**src/rtl/collision_engine_if.sv**
```systemverilog
// Frame-resolve bus for collision_engine: start request, snapshotted object inputs,
// status and the registered kill masks returned to the game controller.
interface collision_engine_if #(
    parameter int unsigned N_ENEMY   = 8,
    parameter int unsigned N_EBULLET = 8,
    parameter int unsigned N_PBULLET = 8,
    parameter int unsigned CNT_W     = 4
);
    logic                      i_Start;
    logic [N_ENEMY-1:0]        i_EnemyState;
    logic [19*N_ENEMY-1:0]     i_EnemyPos;
    logic [N_EBULLET-1:0]      i_EBulletState;
    logic [19*N_EBULLET-1:0]   i_EBulletPos;
    logic [N_PBULLET-1:0]      i_PBulletState;
    logic [19*N_PBULLET-1:0]   i_PBulletPos;
    logic                      i_PlayerState;
    logic [9:0]                i_PlayerX;
    logic                      o_Busy;
    logic                      o_Done;
    logic [N_ENEMY-1:0]        o_EnemyKill;
    logic [N_EBULLET-1:0]      o_EBulletKill;
    logic [N_PBULLET-1:0]      o_PBulletKill;
    logic                      o_PlayerHit;
    logic [CNT_W-1:0]          o_HitCount;

    modport master (
        output i_Start, i_EnemyState, i_EnemyPos, i_EBulletState, i_EBulletPos,
               i_PBulletState, i_PBulletPos, i_PlayerState, i_PlayerX,
        input  o_Busy, o_Done, o_EnemyKill, o_EBulletKill, o_PBulletKill, o_PlayerHit,
               o_HitCount
    );

    modport slave (
        input  i_Start, i_EnemyState, i_EnemyPos, i_EBulletState, i_EBulletPos,
               i_PBulletState, i_PBulletPos, i_PlayerState, i_PlayerX,
        output o_Busy, o_Done, o_EnemyKill, o_EBulletKill, o_PBulletKill, o_PlayerHit,
               o_HitCount
    );
endinterface

```
**src/rtl/collision_engine.sv**
```systemverilog
// Time-multiplexed frame collision resolver: one object pair per clock through a single
// shared box-overlap comparator, producing registered kill masks and a hit count.
module collision_engine #(
    parameter int unsigned N_ENEMY   = 8,
    parameter int unsigned N_EBULLET = 8,
    parameter int unsigned N_PBULLET = 8,
    parameter int unsigned ENEMY_W   = 36,
    parameter int unsigned ENEMY_H   = 24,
    parameter int unsigned PLAYER_W  = 24,
    parameter int unsigned PLAYER_H  = 36,
    parameter int unsigned BULLET_W  = 4,
    parameter int unsigned BULLET_H  = 16,
    parameter int unsigned PLAYER_Y  = 372,
    parameter int unsigned MON_H     = 480,
    parameter int unsigned TOP_LIMIT = 4,
    parameter int unsigned CNT_W     = 4
) (
    input logic               i_Clk,
    input logic               i_Rst,
    collision_engine_if.slave bus
);
    localparam int unsigned N_TGT = N_EBULLET + N_ENEMY;
    localparam int unsigned P_W   = 4;
    localparam int unsigned T_W   = 5;

    typedef enum logic [2:0] {StIdle, StSnap, StScanPb, StScanEb, StDone} state_e;

    state_e                  r_state;
    logic [P_W-1:0]          r_p;
    logic [T_W-1:0]          r_t;
    logic [N_ENEMY-1:0]      r_en_state;
    logic [19*N_ENEMY-1:0]   r_en_pos;
    logic [N_EBULLET-1:0]    r_eb_state;
    logic [19*N_EBULLET-1:0] r_eb_pos;
    logic [N_PBULLET-1:0]    r_pb_state;
    logic [19*N_PBULLET-1:0] r_pb_pos;
    logic                    r_player_state;
    logic [9:0]              r_player_x;
    logic [N_ENEMY-1:0]      r_en_kill;
    logic [N_EBULLET-1:0]    r_eb_kill;
    logic [N_PBULLET-1:0]    r_pb_kill;
    logic                    r_player_hit;
    logic [CNT_W-1:0]        r_hit_count;
    logic                    r_busy;
    logic                    r_done;

    logic [N_PBULLET-1:0] w_pb_oh;
    logic [N_EBULLET-1:0] w_eb_oh;
    logic [N_ENEMY-1:0]   w_en_oh;
    logic [18:0]          w_pb_pos, w_eb_pos, w_en_pos;
    logic                 w_pb_live, w_eb_live, w_en_live, w_tgt_is_eb;
    logic [9:0]           w_ax, w_bx;
    logic [8:0]           w_ay, w_by;
    logic [10:0]          w_bw, w_ax2, w_bx2;
    logic [9:0]           w_bh, w_ay2, w_by2;
    logic                 w_overlap, w_pb_border, w_eb_border, w_pb_hit;

    // r_t doubles as the target index in SCAN_PB and the enemy bullet index in SCAN_EB.
    always_comb begin
        w_pb_oh  = '0;
        w_eb_oh  = '0;
        w_en_oh  = '0;
        w_pb_pos = '0;
        w_eb_pos = '0;
        w_en_pos = '0;
        for (int k = 0; k < N_PBULLET; k++) begin
            w_pb_oh[k] = (r_p == P_W'(k));
            if (w_pb_oh[k]) w_pb_pos = r_pb_pos[19*k +: 19];
        end
        for (int k = 0; k < N_EBULLET; k++) begin
            w_eb_oh[k] = (r_t == T_W'(k));
            if (w_eb_oh[k]) w_eb_pos = r_eb_pos[19*k +: 19];
        end
        for (int k = 0; k < N_ENEMY; k++) begin
            w_en_oh[k] = (r_t == T_W'(N_EBULLET + k));
            if (w_en_oh[k]) w_en_pos = r_en_pos[19*k +: 19];
        end
    end

    assign w_pb_live   = |(w_pb_oh & r_pb_state & ~r_pb_kill);
    assign w_eb_live   = |(w_eb_oh & r_eb_state & ~r_eb_kill);
    assign w_en_live   = |(w_en_oh & r_en_state & ~r_en_kill);
    assign w_tgt_is_eb = (r_t < T_W'(N_EBULLET));

    // Box A is always a bullet; box B is the current target or the player.
    always_comb begin
        w_ax = w_pb_pos[18:9];
        w_ay = w_pb_pos[8:0];
        w_bx = w_en_pos[18:9];
        w_by = w_en_pos[8:0];
        w_bw = 11'(ENEMY_W);
        w_bh = 10'(ENEMY_H);
        if (r_state == StScanEb) begin
            w_ax = w_eb_pos[18:9];
            w_ay = w_eb_pos[8:0];
            w_bx = r_player_x;
            w_by = 9'(PLAYER_Y);
            w_bw = 11'(PLAYER_W);
            w_bh = 10'(PLAYER_H);
        end else if (w_tgt_is_eb) begin
            w_bx = w_eb_pos[18:9];
            w_by = w_eb_pos[8:0];
            w_bw = 11'(BULLET_W);
            w_bh = 10'(BULLET_H);
        end
    end

    assign w_ax2 = {1'b0, w_ax} + 11'(BULLET_W);
    assign w_ay2 = {1'b0, w_ay} + 10'(BULLET_H);
    assign w_bx2 = {1'b0, w_bx} + w_bw;
    assign w_by2 = {1'b0, w_by} + w_bh;
    assign w_overlap = ({1'b0, w_ax} <= w_bx2) && ({1'b0, w_bx} <= w_ax2) &&
                       ({1'b0, w_ay} <= w_by2) && ({1'b0, w_by} <= w_ay2);

    assign w_pb_border = (w_pb_pos[8:0] < 9'(TOP_LIMIT));
    assign w_eb_border = ({1'b0, w_eb_pos[8:0]} > 10'(MON_H - BULLET_H));
    assign w_pb_hit    = w_pb_live && !w_pb_border && (w_eb_live || w_en_live) && w_overlap;

    always_ff @(posedge i_Clk or negedge i_Rst) begin
        if (!i_Rst) begin
            r_state        <= StIdle;
            r_p            <= '0;
            r_t            <= '0;
            r_en_state     <= '0;
            r_en_pos       <= '0;
            r_eb_state     <= '0;
            r_eb_pos       <= '0;
            r_pb_state     <= '0;
            r_pb_pos       <= '0;
            r_player_state <= 1'b0;
            r_player_x     <= '0;
            r_en_kill      <= '0;
            r_eb_kill      <= '0;
            r_pb_kill      <= '0;
            r_player_hit   <= 1'b0;
            r_hit_count    <= '0;
            r_busy         <= 1'b0;
            r_done         <= 1'b0;
        end else begin
            r_done <= 1'b0;
            unique case (r_state)
                StIdle: begin
                    if (bus.i_Start) begin
                        r_state <= StSnap;
                        r_busy  <= 1'b1;
                    end
                end
                StSnap: begin
                    r_en_state     <= bus.i_EnemyState;
                    r_en_pos       <= bus.i_EnemyPos;
                    r_eb_state     <= bus.i_EBulletState;
                    r_eb_pos       <= bus.i_EBulletPos;
                    r_pb_state     <= bus.i_PBulletState;
                    r_pb_pos       <= bus.i_PBulletPos;
                    r_player_state <= bus.i_PlayerState;
                    r_player_x     <= bus.i_PlayerX;
                    r_en_kill      <= '0;
                    r_eb_kill      <= '0;
                    r_pb_kill      <= '0;
                    r_player_hit   <= 1'b0;
                    r_hit_count    <= '0;
                    r_p            <= '0;
                    r_t            <= '0;
                    r_state        <= StScanPb;
                end
                StScanPb: begin
                    if (r_t == '0 && w_pb_live && w_pb_border) begin
                        r_pb_kill <= r_pb_kill | w_pb_oh;
                    end
                    // Only the selected target's one-hot is non-zero, so both OR-ins are safe.
                    if (w_pb_hit) begin
                        r_pb_kill <= r_pb_kill | w_pb_oh;
                        r_eb_kill <= r_eb_kill | w_eb_oh;
                        r_en_kill <= r_en_kill | w_en_oh;
                        if (!w_tgt_is_eb && r_hit_count != '1) begin
                            r_hit_count <= r_hit_count + CNT_W'(1);
                        end
                    end
                    if (r_t == T_W'(N_TGT - 1)) begin
                        r_t <= '0;
                        if (r_p == P_W'(N_PBULLET - 1)) r_state <= StScanEb;
                        else r_p <= r_p + P_W'(1);
                    end else begin
                        r_t <= r_t + T_W'(1);
                    end
                end
                StScanEb: begin
                    if (w_eb_live) begin
                        if (w_eb_border) begin
                            r_eb_kill <= r_eb_kill | w_eb_oh;
                        end else if (r_player_state && w_overlap) begin
                            r_eb_kill    <= r_eb_kill | w_eb_oh;
                            r_player_hit <= 1'b1;
                        end
                    end
                    if (r_t == T_W'(N_EBULLET - 1)) begin
                        r_state <= StDone;
                        r_done  <= 1'b1;
                    end else begin
                        r_t <= r_t + T_W'(1);
                    end
                end
                StDone: begin
                    r_busy  <= 1'b0;
                    r_state <= StIdle;
                end
                default: r_state <= StIdle;
            endcase
        end
    end

    assign bus.o_Busy        = r_busy;
    assign bus.o_Done        = r_done;
    assign bus.o_EnemyKill   = r_en_kill;
    assign bus.o_EBulletKill = r_eb_kill;
    assign bus.o_PBulletKill = r_pb_kill;
    assign bus.o_PlayerHit   = r_player_hit;
    assign bus.o_HitCount    = r_hit_count;
endmodule
```
**src/flat_wrapper.sv**
```systemverilog
// flat-port wrapper written by rule: the top's interface ports become plain ports
module collision_engine_flat 
#(
    parameter int unsigned N_ENEMY   = 8,
    parameter int unsigned N_EBULLET = 8,
    parameter int unsigned N_PBULLET = 8,
    parameter int unsigned ENEMY_W   = 36,
    parameter int unsigned ENEMY_H   = 24,
    parameter int unsigned PLAYER_W  = 24,
    parameter int unsigned PLAYER_H  = 36,
    parameter int unsigned BULLET_W  = 4,
    parameter int unsigned BULLET_H  = 16,
    parameter int unsigned PLAYER_Y  = 372,
    parameter int unsigned MON_H     = 480,
    parameter int unsigned TOP_LIMIT = 4,
    parameter int unsigned CNT_W     = 4
)
  (i_Clk, i_Rst, bus_i_Start, bus_i_EnemyState, bus_i_EnemyPos, bus_i_EBulletState, bus_i_EBulletPos, bus_i_PBulletState, bus_i_PBulletPos, bus_i_PlayerState, bus_i_PlayerX, bus_o_Busy, bus_o_Done, bus_o_EnemyKill, bus_o_EBulletKill, bus_o_PBulletKill, bus_o_PlayerHit, bus_o_HitCount);
  collision_engine_if #(.N_ENEMY(N_ENEMY), .N_EBULLET(N_EBULLET), .N_PBULLET(N_PBULLET), .CNT_W(CNT_W)) bus_i ();
  input logic i_Clk;
  input logic i_Rst;
  input wire logic [$bits(bus_i.i_Start)-1:0] bus_i_Start;
  input wire logic [$bits(bus_i.i_EnemyState)-1:0] bus_i_EnemyState;
  input wire logic [$bits(bus_i.i_EnemyPos)-1:0] bus_i_EnemyPos;
  input wire logic [$bits(bus_i.i_EBulletState)-1:0] bus_i_EBulletState;
  input wire logic [$bits(bus_i.i_EBulletPos)-1:0] bus_i_EBulletPos;
  input wire logic [$bits(bus_i.i_PBulletState)-1:0] bus_i_PBulletState;
  input wire logic [$bits(bus_i.i_PBulletPos)-1:0] bus_i_PBulletPos;
  input wire logic [$bits(bus_i.i_PlayerState)-1:0] bus_i_PlayerState;
  input wire logic [$bits(bus_i.i_PlayerX)-1:0] bus_i_PlayerX;
  output wire logic [$bits(bus_i.o_Busy)-1:0] bus_o_Busy;
  output wire logic [$bits(bus_i.o_Done)-1:0] bus_o_Done;
  output wire logic [$bits(bus_i.o_EnemyKill)-1:0] bus_o_EnemyKill;
  output wire logic [$bits(bus_i.o_EBulletKill)-1:0] bus_o_EBulletKill;
  output wire logic [$bits(bus_i.o_PBulletKill)-1:0] bus_o_PBulletKill;
  output wire logic [$bits(bus_i.o_PlayerHit)-1:0] bus_o_PlayerHit;
  output wire logic [$bits(bus_i.o_HitCount)-1:0] bus_o_HitCount;
  assign bus_i.i_Start = bus_i_Start;
  assign bus_i.i_EnemyState = bus_i_EnemyState;
  assign bus_i.i_EnemyPos = bus_i_EnemyPos;
  assign bus_i.i_EBulletState = bus_i_EBulletState;
  assign bus_i.i_EBulletPos = bus_i_EBulletPos;
  assign bus_i.i_PBulletState = bus_i_PBulletState;
  assign bus_i.i_PBulletPos = bus_i_PBulletPos;
  assign bus_i.i_PlayerState = bus_i_PlayerState;
  assign bus_i.i_PlayerX = bus_i_PlayerX;
  assign bus_o_Busy = bus_i.o_Busy;
  assign bus_o_Done = bus_i.o_Done;
  assign bus_o_EnemyKill = bus_i.o_EnemyKill;
  assign bus_o_EBulletKill = bus_i.o_EBulletKill;
  assign bus_o_PBulletKill = bus_i.o_PBulletKill;
  assign bus_o_PlayerHit = bus_i.o_PlayerHit;
  assign bus_o_HitCount = bus_i.o_HitCount;
  collision_engine #(.N_ENEMY(N_ENEMY), .N_EBULLET(N_EBULLET), .N_PBULLET(N_PBULLET), .ENEMY_W(ENEMY_W), .ENEMY_H(ENEMY_H), .PLAYER_W(PLAYER_W), .PLAYER_H(PLAYER_H), .BULLET_W(BULLET_W), .BULLET_H(BULLET_H), .PLAYER_Y(PLAYER_Y), .MON_H(MON_H), .TOP_LIMIT(TOP_LIMIT), .CNT_W(CNT_W)) u_core (.i_Clk(i_Clk), .i_Rst(i_Rst), .bus(bus_i));
endmodule
```
**config.mk**
```make
export PLATFORM = sky130hd
export DESIGN_NAME = collision_engine_flat
export DESIGN_NICKNAME = d
export VERILOG_FILES = /design/src/rtl/collision_engine_if.sv /design/src/rtl/collision_engine.sv /design/src/flat_wrapper.sv
export SDC_FILE = /design/constraint.sdc
export NUM_CORES = 1
export LEC_CHECK = 0
export CORE_UTILIZATION = 50
export CTS_CLUSTER_DIAMETER = 100
export DETAILED_ROUTE_END_ITERATION = 16
export GPL_ROUTABILITY_DRIVEN = 0
export PLACE_DENSITY = 0.77
export SLEW_MARGIN = 5
export SYNTH_ARGS = -nofsm -noshare
export SYNTH_HDL_FRONTEND = slang
export SYNTH_SLANG_ARGS = --single-unit
```
**constraint.sdc**
```tcl
create_clock -name i_Clk -period 8.1 [get_ports i_Clk]
set_input_delay 1.62 -clock i_Clk [delete_from_list [all_inputs] [get_ports i_Clk]]
set_output_delay 1.62 -clock i_Clk [all_outputs]
set_load 0.02 [all_outputs]
```
==> metrics.csv, run 1 <==
metric,value,unit
synthDistinctLibCells,85,
required,8660,ps
synth_top_area_share,49.23,%
period_minus_slack,6843,ps
clkLatencyLatePin,620,ps
synth_edf_count,0,
nFillCells,4473,
wire_per_inst,21.42,um
grt_start_max_net_pins,183,
post-cts-setup-buffers,0,
setup_viol,0,
power.total,6.323,mW
min_from,u_core.r_pb_pos[88],
die_w,235.0,um
drive_above_1_share,4.435,%
synth_top_family_by_area,simple AND/OR/NAND/NOR gates,
peakVddDrop,0.1713,mV
io_buffers,524,
grt_remaining_overflow,0,
core-area,0.05371,mm^2
start_kind,register,
cp_max_fo,44,
avgSynthCellArea,8.054,um^2
power_density,182.4,mW/mm^2
synth.mux.area_fraction,0.3365,%
firstDrtPassIters,6,
holdPathEnd,u_core.r_pb_pos[88],
hold_viol_final,0,
seq_area_frac_synth,49.23,%
ys_ff_latch,534,
ctsHoldBuffers,0,
finalSetupTns,0,ps
clk_path_buf_depth,3,
ys_async_sr_fraction,100.0,%
hpwl,70930,um
clkSinkCount,534,
synth_compound_area_share,14.10,%
fin_crit_sh,84.48,%
synth_cells,3370,
dieArea,0.05522,mm^2
track_usage,34.62,%
maxCapViolations,0,
synth_area,0.02714,mm^2
io_pins,525,
fin_nets,4313,
finClkSkew,24.40,ps
reg2regPathDepth,24,
drtIter0Drc,3137,
yosys.area.top_type,dfrtp_1,
worstPathArrival,7400,ps
multi_input_area,0.01264,mm^2
drv_slew,0,
area_growth,27.71,%
rrSetupSlack,1260,ps
path_class,reg -> reg,
final-seq-area,0.01337,mm^2
root_buffer,clkbuf_16,
numCtsBuffers,57,
slew_headroom,23.40,%
crit_start,u_core.r_t[0],
post_drt_via_cell_ratio,5.765,
leakagePower,16.22,nW
yosysWarnings,0,
wl,96630,um
htree_levels,2,
rsz0062_at_grt,false,
yosys.area_share.adder,2.535,%
detail-route-antenna-nets,0,
cp-end-kind,register,
whs_path_depth,2,
reg2reg_to,u_core.bus.o_EBulletKill[4],
yosys-top-cells-area,"dfrtp_1 (49%), nand2_1 (21%), clkbuf_1 (2.6%)",
fp-row-count,85,
die_y,235.0,um
cts_tree,done,
clk_pin_slew,60,ps
synthSimpleGateAreaFrac,28.86,%
synthXorXnorAreaFrac,0.6453,%
vias,26010,
route.detailed.drc,0,
synth_ff_type,dfrtp_1,
fmax,0.1461,GHz
initial_utilization,50.54,%
syn-num-nets,3919,
antenna_found_initial,5,
tightest_slew,1149,ps
grt_pass1_vias,25000,
outcome,"complete, no violations",
hold_class,reg -> reg,
cts_resized,0,
grt_pass1_wl,146900,um
r2r-start,u_core.r_t[0],
==> cell type report <==
class / instances / share of cell area, %
inverter: 64 / 0.6930
tap: 696 / 2.512
timing repair buffer: 566 / 16.16
multi-input combinational: 2541 / 36.48
clock buffer: 90 / 4.995
sequential: 534 / 38.55
antenna: 4 / 0.02887
clock inverter: 16 / 0.5775
==> how the worst max path moves through the flow <==
stage,endpoint,cells after the start,slack (ps)
after floorplan,u_core.bus.o_EBulletKill[1],28,2300
after global placement,u_core.bus.o_PBulletKill[7],27,1750
after detailed placement,u_core.bus.o_EBulletKill[1],24,1500
after CTS,u_core.bus.o_PBulletKill[0],27,1460
after global routing,u_core.bus.o_PBulletKill[2],27,990
final,u_core.bus.o_EBulletKill[4],24,1260
==> layout by cell type, fill, tap and decap left out, types with 8 or more instances in the layout <==
cell                n
a21o_1             17
nor3b_1            15
a221o_1            11
clkinv_2            8
a31oi_1            14
a21oi_1           134
clkbuf_8           16
a32oi_1            23
o31ai_1             8
xor2_1              8
clkdlybuf4s50_1   523
nor3_1             41
o221ai_1           12
buf_4              39
a221oi_1           41
o22ai_1            17
a22oi_1            18
nand3_1            31
a211oi_1           41
nand2b_1           11
xnor2_1            12
o21ai_0           114
o211ai_1           17
nand3b_1           14
clkbuf_16          58
inv_1              63
clkbuf_1           16
nand2_1          1535
ha_1               52
and3_1             15
and2_1             10
mux2i_1             8
dfrtp_1           532
o21a_1             15
or3_1               8
nor2_1            130
nor2b_1            29
nand4_1            10
==> where the power goes <==
group | switching, mW | internal [mW]
Clock | 1.09 | 1.59
Sequential | 0.126 | 2.82
Combinational | 0.322 | 0.375
Total | 1.54 | 4.78
==> critical path: stages, from the launching register on <==
cell      delay, ps
dfrtp_1         410
inv_1           130
ha_2            250
buf_4           410
or4b_1          710
nor2_1          190
a211oi_1         80
o22ai_1         250
o21ai_0         120
o21ai_0         270
a31oi_1         230
ha_1            260
ha_1            230
nor3_1          210
nor2_1           60
a221o_1         350
and3_1          210
xnor2_1         130
ha_1            310
a211o_1         280
o31ai_1         260
a31oi_1         180
nor4_2          910
o21ai_0         190
nand2_1         110
==> cell usage after synthesis, drive strengths merged, types with 6 or more instances <==
master and instances:
or3 8, a21o 17, o32ai 6, clkbuf 185
a32oi 23, mux2i 8, a31oi 14, nor2b 29
inv 63, a22oi 18, nor3 42, a2bb2oi 6
a22o 7, ha 55, o211ai 17, o2bb2ai 6
o22ai 17, dfrtp 534, buf 46, xnor2 12
nand2b 11, nor3b 16, o31ai 8, a221o 11
o22a 6, a21oi 136, and3 15, o21ai 117
nand2 1535, nand4bb 7, nand3 31, a211oi 43
o221ai 12, xor2 8, and2 10, nand3b 14
nor2 130, a311oi 7, a221oi 43, nand4 10
nor4 7, o21a 15
==> through the flow <==
step / setup slack, ps / instance area [um^2] / instances / hold slack, ps / util, %
5_1_grt: 991.7 / 34660 / 4508 / 490.7 / 64.53
6_report: 1257 / 34670 / 4511 / 470.0 / 64.55
4_1_cts: 1457 / 34660 / 4507 / 472.7 / 64.53
2_1_floorplan: 2300 / 27140 / 3370 / 436.9 / -
3_3_place_gp: 1749 / 32720 / 4401 / 449.4 / 60.93
3_5_place_dp: 1500 / 32720 / 4401 / 458.5 / 60.93
==> sequential cells by signal, indices dropped and copies added (netlist names), 5 cells and up <==
| name | cells |
|---|---|
| u_core.bus.o_EBulletKill | 8 |
| u_core.bus.o_EnemyKill | 8 |
| u_core.bus.o_PBulletKill | 8 |
| u_core.r_eb_pos | 152 |
| u_core.r_eb_state | 8 |
| u_core.r_en_pos | 152 |
| u_core.r_en_state | 8 |
| u_core.r_pb_pos | 152 |
| u_core.r_pb_state | 8 |
| u_core.r_player_x | 10 |
| u_core.r_t | 5 |
==> routing by layer <==
metal  up-vias  track usage (%)  wire, um
met5         -                0        16
met4         2            18.54      5571
met3       281            6.896      9461
met2      1440            53.63     43540
met1     12310            45.97     38030
li1      11980                -         -
==> cell families after synthesis <==
group	after synthesis
flops	534
simple gates	1895
xor+xnor	20
buf+inv	295
mux	9
fa+ha+maj	55
compound gates	562
(Power assumes the default switching activity.)
==> inputs of run 2 (changes only) <==
clock period = 6.5 ns   (was 8.1 ns; I/O delays follow)
==> run 2 against run 1 <==
Clock skew grew 9.4 ps. Wire length grew 2.3%. Count of clock-buffer cells in the layout shrank 5. Maximum frequency grew 11%. Combinational power grew 27%. Sequential share of layout area shrank 0.29 points. Power grew 24%. Largest cell class unchanged. Sequential power grew 25%. Cell count grew 0.75%. Clock power grew 22%.
==> metrics.csv, run 2 (synthesis gave the netlist of run 1 again) <==
metric,value,unit,change
outcome,"complete, no violations",,unchanged
clkLatencyLatePin,630,ps,was 620 ps
htree_levels,2,,unchanged
grt_start_max_net_pins,244,,was 183
worstPathArrival,6630,ps,was 7400 ps
antenna_found_initial,5,,unchanged
root_buffer,clkbuf_16,,unchanged
maxCapViolations,0,,unchanged
fin_nets,4349,,was 4313
track_usage,35.44,%,was 34.62%
dr.max_layer_used,met5,,unchanged
route.detailed.drc,0,,unchanged
post_drt_via_cell_ratio,5.813,,was 5.765
dieArea,0.05522,mm^2,unchanged
finalSetupTns,0,ps,unchanged
vias,26420,,was 26010
grt_remaining_overflow,0,,unchanged
ctsHoldBuffers,0,,unchanged
nFillCells,4499,,was 4473
core-area,0.05371,mm^2,unchanged
dr_wl_met2,44310,um,was 43540 um
power_density,223.9,mW/mm^2,was 182.4 mW/mm^2
die_w,235.0,um,unchanged
cts_tree,done,,unchanged
leakagePower,16.39,nW,was 16.22 nW
drive_above_1_share,5.333,%,was 4.435%
path_class,reg -> reg,,unchanged
area_growth,28.68,%,was 27.71%
io_buffers,524,,unchanged
wl_met3,9940,um,was 9461 um
hpwl,72730,um,was 70930 um
numCtsBuffers,57,,unchanged
detail-route-antenna-nets,0,,unchanged
final_util,65.03,%,was 64.55%
required,6990,ps,was 8660 ps
wl,98880,um,was 96630 um
power.total,7.820,mW,was 6.323 mW
initial_utilization,50.54,%,unchanged
fmax,0.1627,GHz,was 0.1461 GHz
setup_viol,0,,unchanged
drtIter0Drc,3345,,was 3137
fin_crit_sh,94.55,%,was 84.48%
mostFrequentLayoutCells,"nand2_1 (1535), dfrtp_1 (532), clkdlybuf4s50_1 (523), a21oi_1 (134), nor2_1 (130)",,unchanged
final_common_cell,nand2_1,,unchanged
met1_length,38300,um,was 38030 um
die_y,235.0,um,unchanged
cp_max_fo,20,,was 44
clkSinkCount,534,,unchanged
firstDrtPassIters,8,,was 6
clk_path_buf_depth,3,,unchanged
io_pins,525,,unchanged
rsz0062_at_grt,false,,unchanged
cp-end-kind,register,,unchanged
peakVddDrop,0.2314,mV,was 0.1713 mV
hold_class,reg -> reg,,unchanged
hold_viol_final,0,,unchanged
clk_pin_slew,60,ps,about the same
fp-row-count,85,,unchanged
reg_top3,"u_core.r_eb_pos (152), u_core.r_en_pos (152), u_core.r_pb_pos (152)",,unchanged
drv_slew,0,,unchanged
grt_pass1_wl,150200,um,was 146900 um
finClkSkew,33.85,ps,was 24.40 ps
slew_headroom,10.36,%,was 23.40%
wire_per_inst,21.76,um,was 21.42 um
grt_pass1_vias,25440,,was 25000
tightest_slew,1345,ps,was 1149 ps
start_kind,register,,unchanged
period_minus_slack,6146,ps,was 6843 ps
run 2: metrics by stage:
| stage | instance area [um^2] | hold WS, ps | setup slack, ps | cells |
|---|---|---|---|---|
| after floorplan | 27140 | 436.9 | 699.7 | 3370 |
| after global placement | 33000 | 450.3 | 312.9 | 4433 |
| after detailed placement | 33000 | 458.6 | 183.8 | 4433 |
| after CTS | 34850 | 472.1 | 112.1 | 4536 |
| after global routing | 34920 | 484.1 | 31.69 | 4543 |
| final | 34930 | 469.0 | 354.0 | 4545 |
run 2: final timing paths:
path / slack, ps / start / cells after the start / to
worst max-delay path: 350 / u_core.r_t[1] / 26 / u_core.bus.o_PBulletKill[1]
worst min-delay path: 470 / u_core.r_pb_pos[64] / 2 / u_core.r_pb_pos[64]
worst max register to register: 350 / u_core.r_t[1] / 26 / u_core.bus.o_PBulletKill[1]
worst min register to register: 470 / u_core.r_pb_pos[64] / 2 / u_core.r_pb_pos[64]
max in group asynchronous: 4360 / i_Rst / 2 / u_core.r_t[2]
min in group asynchronous: 640 / i_Rst / 1 / u_core.r_pb_pos[25]
run 2: cell type report:
type	instances	area, um^2	share of cell area (%)
sequential	534	13370	38.26
multi-input combinational	2541	12660	36.24
clock buffer	85	1683	4.818
clock inverter	18	161.4	0.4621
timing repair buffer	602	5936	16.99
inverter	64	240.2	0.6878
tap	696	870.8	2.493
antenna	5	12.51	0.03582
run 2: where the power goes:
part	internal, mW	switching [mW]	total (mW)
Combinational	0.474	0.413	0.887
Sequential	3.51	0.161	3.67
Clock	1.86	1.40	3.26
Total	5.85	1.97	7.82
run 2: critical path, cell delays in order, from the launching register on:
cell and delay, ps:
dfrtp_1 420, inv_1 110, ha_2 280, buf_4 280
or4b_1 180, buf_4 160, nor2_1 110, a221oi_1 360
nor3_1 90, a221oi_1 490, a211oi_1 160, a211oi_1 270
o21bai_1 270, nand3_1 150, o21a_1 130, ha_1 320
nor2b_1 140, o21a_1 110, o21a_1 100, o211ai_1 80
a311oi_1 220, o221ai_1 170, a31oi_1 610, nor4_4 130
buf_12 190, a21oi_2 320, o21ai_0 140
run 2: timing repair:
action                     4_1_cts  5_1_grt
setup endpoints to repair        0       25
buffers inserted                 0        4
resized for setup                0        2
run 2: routing by layer:
metal	track usage [%]	vias to the layer above
met4	20.77	4
met2	54.64	1555
li1	-	12040
met3	7.472	320
met1	46.32	12500
met5	0	-
